`config.mk`:
```
export PLATFORM = sky130hd
export DESIGN_NAME = noise_env_mixer
export DESIGN_NICKNAME = d
export VERILOG_FILES = /design/src/rtl/noise_env_mixer.sv
export SDC_FILE = /design/constraint.sdc
export NUM_CORES = 1
export LEC_CHECK = 0
export ABC_AREA = 1
export CAP_MARGIN = 20
export CORE_MARGIN = 2
export CORE_UTILIZATION = 55
export DETAILED_ROUTE_END_ITERATION = 7
export PLACE_DENSITY = 0.73
export SLEW_MARGIN = 30
export SYNTH_ARGS = -nofsm -noshare
export SYNTH_HDL_FRONTEND = slang
export SYNTH_SLANG_ARGS = --single-unit
```
`constraint.sdc`:
```
create_clock -name clk -period 4.7 [get_ports clk]
set_input_delay 0.705 -clock clk [delete_from_list [all_inputs] [get_ports clk]]
set_output_delay 0.705 -clock clk [all_outputs]
set_load 0.05 [all_outputs]
```
`src/rtl/noise_env_mixer.sv`:
```
// noise_env_mixer
//   Downstream stage for the four LFSR noise voices. Each voice gets an
//   attack/sustain/release amplitude envelope driven by its switch gate. The
//   gated amplitudes are summed into a 10-bit mix level, which drives a
//   single-pin, frame-aligned PWM audio output.
//
// Parameters
//   NVOICE    number of voices (fixed at 4; the 10-bit mix is sized for 4)
//   RATE_DIV  clk cycles per envelope tick (>= 1)
//   ATK_STEP  amplitude increment per tick while attacking
//   REL_STEP  amplitude decrement per tick while releasing (linear mode)
//
// Build option
//   NOISE_MIX_EXP_RELEASE_EN  when defined, release decrements by
//                             max(amp>>3, 1) per tick (exponential decay)
//                             instead of REL_STEP.
//
// Ports
//   clk         system clock
//   reset       asynchronous, active-high reset
//   gate        per-voice enable from switches (asynchronous to clk)
//   voice_in    per-voice noise bit (clk domain)
//   pwm_out     PWM audio pin, duty = latched level / 1024
//   level       registered mix sum (0..1020)
//   env_active  per-voice flag, 1 while the envelope is not idle
module noise_env_mixer #(
  parameter int NVOICE   = 4,
  parameter int RATE_DIV = 50000,
  parameter int ATK_STEP = 8,
  parameter int REL_STEP = 4
) (
  input  logic              clk,
  input  logic              reset,
  input  logic [NVOICE-1:0] gate,
  input  logic [NVOICE-1:0] voice_in,
  output logic              pwm_out,
  output logic [9:0]        level,
  output logic [NVOICE-1:0] env_active
);

  typedef enum logic [1:0] {
    IDLE,
    ATTACK,
    SUSTAIN,
    RELEASE
  } env_state_e;

  // A 1-bit prescaler is kept for RATE_DIV == 1; it simply stays at 0.
  localparam int            PW         = (RATE_DIV > 1) ? $clog2(RATE_DIV) : 1;
  localparam logic [PW-1:0] PRESC_LAST = PW'(RATE_DIV - 1);

  // ---------------------------------------------------------------------------
  // Gate synchroniser (two flops)
  // ---------------------------------------------------------------------------
  logic [NVOICE-1:0] gate_m;
  logic [NVOICE-1:0] gate_s;

  always_ff @(posedge clk or posedge reset) begin
    if (reset) begin
      gate_m <= '0;
      gate_s <= '0;
    end else begin
      gate_m <= gate;
      gate_s <= gate_m;
    end
  end

  // ---------------------------------------------------------------------------
  // Envelope tick prescaler
  // ---------------------------------------------------------------------------
  logic [PW-1:0] presc;
  logic          tick;

  assign tick = (presc == PRESC_LAST);

  always_ff @(posedge clk or posedge reset) begin
    if (reset) begin
      presc <= '0;
    end else if (tick) begin
      presc <= '0;
    end else begin
      presc <= presc + 1'b1;
    end
  end

  // ---------------------------------------------------------------------------
  // Envelope step arithmetic
  // ---------------------------------------------------------------------------
  // Saturating add: computed wide enough that amp + ATK_STEP never wraps.
  function automatic logic [7:0] attack_step(input logic [7:0] a);
    logic [9:0] s;
    s = {2'b00, a} + 10'(ATK_STEP);
    return (s >= 10'd255) ? 8'd255 : s[7:0];
  endfunction

  // Floor-at-zero subtract.
  function automatic logic [7:0] release_step(input logic [7:0] a);
    logic [8:0] dec;
`ifdef NOISE_MIX_EXP_RELEASE_EN
    dec = {4'b0000, a[7:3]};
    if (dec == '0) begin
      dec = 9'd1;
    end
`else
    dec = 9'(REL_STEP);
`endif
    return ({1'b0, a} > dec) ? (a - dec[7:0]) : 8'd0;
  endfunction

  // ---------------------------------------------------------------------------
  // Per-voice envelope FSM: state register / next-state / outputs
  // ---------------------------------------------------------------------------
  env_state_e state   [NVOICE];
  env_state_e state_n [NVOICE];
  logic [7:0] amp     [NVOICE];
  logic [7:0] amp_n   [NVOICE];

  always_ff @(posedge clk or posedge reset) begin
    if (reset) begin
      for (int unsigned i = 0; i < NVOICE; i++) begin
        state[i] <= IDLE;
        amp[i]   <= '0;
      end
    end else begin
      for (int unsigned i = 0; i < NVOICE; i++) begin
        state[i] <= state_n[i];
        amp[i]   <= amp_n[i];
      end
    end
  end

  // A gate-driven transition takes priority over a coincident tick: the state
  // moves and the amplitude is held for that cycle.
  always_comb begin
    for (int unsigned i = 0; i < NVOICE; i++) begin
      state_n[i] = state[i];
      amp_n[i]   = amp[i];
      case (state[i])
        IDLE: begin
          amp_n[i] = '0;
          if (gate_s[i]) begin
            state_n[i] = ATTACK;
          end
        end
        ATTACK: begin
          if (!gate_s[i]) begin
            state_n[i] = RELEASE;
          end else if (tick) begin
            amp_n[i] = attack_step(amp[i]);
            if (amp_n[i] == 8'd255) begin
              state_n[i] = SUSTAIN;
            end
          end
        end
        SUSTAIN: begin
          if (!gate_s[i]) begin
            state_n[i] = RELEASE;
          end
        end
        RELEASE: begin
          // Retrigger resumes the attack from the current amplitude.
          if (gate_s[i]) begin
            state_n[i] = ATTACK;
          end else if (tick) begin
            amp_n[i] = release_step(amp[i]);
            if (amp_n[i] == 8'd0) begin
              state_n[i] = IDLE;
            end
          end
        end
        default: begin
          state_n[i] = IDLE;
          amp_n[i]   = '0;
        end
      endcase
    end
  end

  always_comb begin
    env_active = '0;
    for (int unsigned i = 0; i < NVOICE; i++) begin
      env_active[i] = (state[i] != IDLE);
    end
  end

  // ---------------------------------------------------------------------------
  // Mixer
  // ---------------------------------------------------------------------------
  logic [9:0] mix;

  always_comb begin
    mix = '0;
    for (int unsigned i = 0; i < NVOICE; i++) begin
      if (voice_in[i]) begin
        mix = mix + 10'(amp[i]);
      end
    end
  end

  always_ff @(posedge clk or posedge reset) begin
    if (reset) begin
      level <= '0;
    end else begin
      level <= mix;
    end
  end

  // ---------------------------------------------------------------------------
  // PWM
  // ---------------------------------------------------------------------------
  // level is captured only at the frame boundary so a mid-frame change never
  // produces a partial-duty frame.
  logic [9:0] pwm_cnt;
  logic [9:0] lvl_q;

  always_ff @(posedge clk or posedge reset) begin
    if (reset) begin
      pwm_cnt <= '0;
      lvl_q   <= '0;
      pwm_out <= 1'b0;
    end else begin
      pwm_cnt <= pwm_cnt + 10'd1;
      if (pwm_cnt == 10'd1023) begin
        lvl_q <= level;
      end
      pwm_out <= (pwm_cnt < lvl_q);
    end
  end

endmodule

```
==> results <==
- The category of cells accounting for the largest share of critical-path delay is simple AND/OR/NAND/NOR gates.
- The total clock buffers created by CTS is 9.
- Of the total synthesized cell area, the portion taken by full adders, half adders and majority gates is a little over an eighth.
- For the final database, setup skew stands at 0.00699 ns.
- The mean number of vias per cell is 5.35.
- The initial antenna violation count is 0.
- The power per unit of standard cell area is about 600 nW/um^2.
- Counting stages on the worst path, the most repeated cell is nand2_1.
- The met1 layer usage reported by global route is 34.3%.
- The data arrival at the endpoint of the critical path is 4.27 ns.
- The first-pass iteration count of the detailed router is 8.
- Clock tree synthesis selected as its root buffer the cell clkbuf_16.
- The cell area after technology mapping is between 7000 and 8000 um^2.
- Summing the areas of all compound-gate instances in the mapped netlist gives 14.6% of the synthesized area.
- STA classifies the critical path endpoint as a flop.
- Global routing finished with a remaining overflow of 0.
- The met3 usage in global routing is 3.07%.
- Of all cell types, the one taking the most synthesized area is dfrtp_1.
- The count of pins on the block boundary is 25.
- The via count of the first global-routing pass was 6307.
- The period utilization is 85.7%.
- The first routing iteration left approximately 510 violations.
- The multiplexer share of the synthesized area is 0%.
- The total length of routed wires is 17.1 mm.
- The antenna diode count is 0.
- The post-route netlist has 6.97% of its cells at a drive strength greater than 1.
- The detailed-placement wirelength estimate is 13.0 mm.
- Among all flip-flop cells after synthesis, the most frequent one is dfrtp_1.
- IR analysis of the VDD net gives a maximum drop of roughly 0.00035 V.
- In this run the tool buffered the top-level ports with 24 buffer cells.
- After clock tree synthesis, the clock-pin slew on the worst setup and hold paths is 0.07 ns.
- The die is 121 um tall.
- The startpoint type of the worst setup path is an input port.
- The clock period minus worst slack is ~4.0 ns.
- The number of distinct standard cells referenced by the synthesized netlist is 51.
- Of all nets on the critical path, the largest fanout is 8.
- The final weighted congestion in routability-driven placement is 0.947.
- For met2 alone, demand over resource in global routing was 40.4%.
- The fraction of synthesized cell area taken by the top area cell type is a little under a third.
- The number of fill cells is about 1200.
- The floorplan die area is roughly 15000 um^2.
- The layer with the highest usage is met2.
- The yosys synthesis warning count is 0.
- The clock passes through at most 2 buffers.
- The synthesized area divided by synthesized cell count is 7.17 um^2.
- Of the synthesized area, sequential elements account for a little under a third.
- The static leakage is roughly 4.3 nW.
- The flow ran to the end, and the final reports show no timing, DRC or antenna violations.
- The total power consumption of the routed design is 5.08 mW.
- The overall global routing resource usage is 24.8%.
- When the netlist entered floorplanning its net count stood at roughly 1100.
- In the synthesized netlist, the number of instances is 1043.
- Headroom to the max-slew limit came out at 51.4%.
- The largest family of logic cells by synthesized area is simple AND/OR/NAND/NOR gates.
- Based on the critical path, the design can be clocked at up to 248 MHz.
- The region available for standard cell placement spans 13200 um^2.
- The synthesized netlist devotes a little over a quarter of its cell area to simple gates.
- TritonCTS built the clock tree.
- The depth of the CTS H-tree is 3.
- Of the total synthesized cell area, the portion taken by XOR and XNOR cells is 3.98%.
- The initial utilization of the core area, before any placement, comes to 56.5%.
- The count of nets after finishing is 1176.
- The tool flagged a number of max-cap violations equal to 0.
- Once detail routing completed, the nets flagged for antenna violations numbered 0.
- Detailed routing inserted a total of around 6800 vias.
- The synthesized flop and latch total is 95.
- The number of synthesized flops with an enable pin is 0.
- The number of sinks on the clock net is 95.
- Setup repair after global routing left no endpoint under its margin.
- The largest single stage delay on the critical path is roughly 0.35 ns.
- The final count of negative-setup-slack endpoints is 0.
- The number of max-slew violations in the final report came to 0.
- The class of the tightest hold or removal check is reg2reg.
- In this run the core area contains 42 standard-cell rows.
- The critical path class is in2reg.
- The critical path data required time is 4.95 ns.
- The number of hold violations in the final report is 0.
- Across all hold checks on the routed design, the worst slack comes to 0.349 ns.
- At the pin with the least slew margin, the transition time is 0.727 ns.
- The width of the die is around 120 um.
- The slowest stage of the critical path is the ha_1 cell.
- The post-route DRC violation count is 0.
- Entering global routing, the biggest net connects between 80 and 90 pins.
- Clock latency on the worst-skew pair, taken at its later pin, is 0.35 ns.
- Of all flip-flops after synthesis, the portion carrying an async set or reset was 100%.
- The area growth from synthesis to final layout is 12.4%.
- The first global-routing pass estimated ~29 mm of wire.
- Yosys attributes the largest share of cell area to dfrtp_1 (32%), ha_1 (13%), nand2_1 (12%).
- The count of buffer and inverter cells on the critical path is 7.
- In the final routed layout, each cell accounts on average for 13.5 um.
[routing by layer]
layer | routed length [um] | part of all wire, % | vias up
met5 | 0 | 0 | -
met4 | 369 | 2.2 | 0
met3 | 629 | 3.7 | 22
met2 | 7740 | 45 | 138
met1 | 8330 | 49 | 3112
li1 | - | - | 3501
[report_power, final]
| part | switching, mW | internal, mW |
|---|---|---|
| sequential | 0.291 | 0.997 |
| clock | 0.334 | 0.430 |
| combinational | 1.86 | 1.16 |
[final cells by class]
cell class	instances	area (um^2)	share of cell area, %
clock buffers	10	239	2.84
well taps	176	220	2.62
repair buffers	50	438	5.21
flip-flops and latches	95	2380	28.3
inverters	163	617	7.33
multi-input cells	767	4450	52.9
clock inverters	6	70.1	0.833
[synthesized netlist by cell type (2+ instances only)]
| library cell | count |
|---|---|
| o211ai_1 | 6 |
| nand2_2 | 2 |
| a31oi_1 | 11 |
| nor3_1 | 17 |
| a211oi_1 | 5 |
| or2_2 | 7 |
| a32oi_1 | 2 |
| inv_1 | 158 |
| a22oi_1 | 7 |
| nand4_1 | 14 |
| nor2_4 | 2 |
| xnor2_1 | 9 |
| nand3b_1 | 4 |
| o21ai_0 | 81 |
| a21oi_1 | 55 |
| nand2_1 | 240 |
| o31ai_1 | 3 |
| o21ai_1 | 2 |
| nand3_1 | 83 |
| dfrtp_1 | 95 |
| or3_1 | 2 |
| a21oi_2 | 5 |
| fa_1 | 3 |
| buf_6 | 3 |
| ha_1 | 77 |
| buf_2 | 6 |
| clkbuf_1 | 7 |
| and2_1 | 2 |
| inv_2 | 4 |
| xor2_1 | 25 |
| o21a_1 | 2 |
| nor2_1 | 85 |
[what timing repair did]
action                                  4_1_cts  5_1_grt
hold endpoints to repair                      0        0
endpoints found under the setup margin        0        4
resized for setup                             0       15
setup buffers                                 0        2
hold buffers                                  0        0
[cell families after synthesis]
kind of cell             after synthesis
buffers and inverters                181
flip-flops                            95
AND/OR/NAND/NOR                      463
AO/OA/AOI/OAI                        190
adder cells (fa/ha/maj)               80
XOR/XNOR                              34
[metrics by stage]
step	utilization (%)	worst slack (ns)	instances	area [um^2]	TNS, ns
global route	63.5	0.278	1267	8410	0
floorplan	-	0.307	1043	7480	0
global placement	60.6	-0.0677	1249	8030	-0.108
finish	63.5	0.674	1267	8410	0
detailed placement	60.6	-0.124	1249	8030	-0.259
CTS	63.0	0.222	1265	8340	0
[cells in the final DEF (no fill, tap or decap), drive strengths merged, types with 14 or more instances in the layout]
cell           instances
a21oi                 61
buf                   26
clkdlybuf4s50         23
dfrtp                 95
ha                    77
inv                  162
nand2                242
nand3                 84
nand4                 14
nor2                  88
nor3                  18
o21ai                 83
xor2                  25
[registers in the layout, summed over array words and instances (netlist names)]
name and flops:
amp 32, level 10, presc 16, gate_s 4, lvl_q 10, state 8, pwm_out 1, gate_m 4
pwm_cnt 10
[path summary, 6_finish.rpt]
path                                     startpoint                   end  slack [ns]  depth (start not counted)
worst max-delay path                    voice_in[0]    level[9]$_DFF_PP0_        0.67                         29
worst min-delay path            gate_m[1]$_DFF_PP0_   gate_s[1]$_DFF_PP0_        0.35                          0
worst max register to register  amp[24]$_DFFE_PP0P_    level[9]$_DFF_PP0_        0.67                         29
worst min register to register  gate_m[1]$_DFF_PP0_   gate_s[1]$_DFF_PP0_        0.35                          0
max in group asynchronous                     reset   amp[31]$_DFFE_PP0P_        3.13                          3
min in group asynchronous                     reset  pwm_cnt[6]$_DFF_PP0_        0.86                          2
Power figures use the tool's default switching activity.
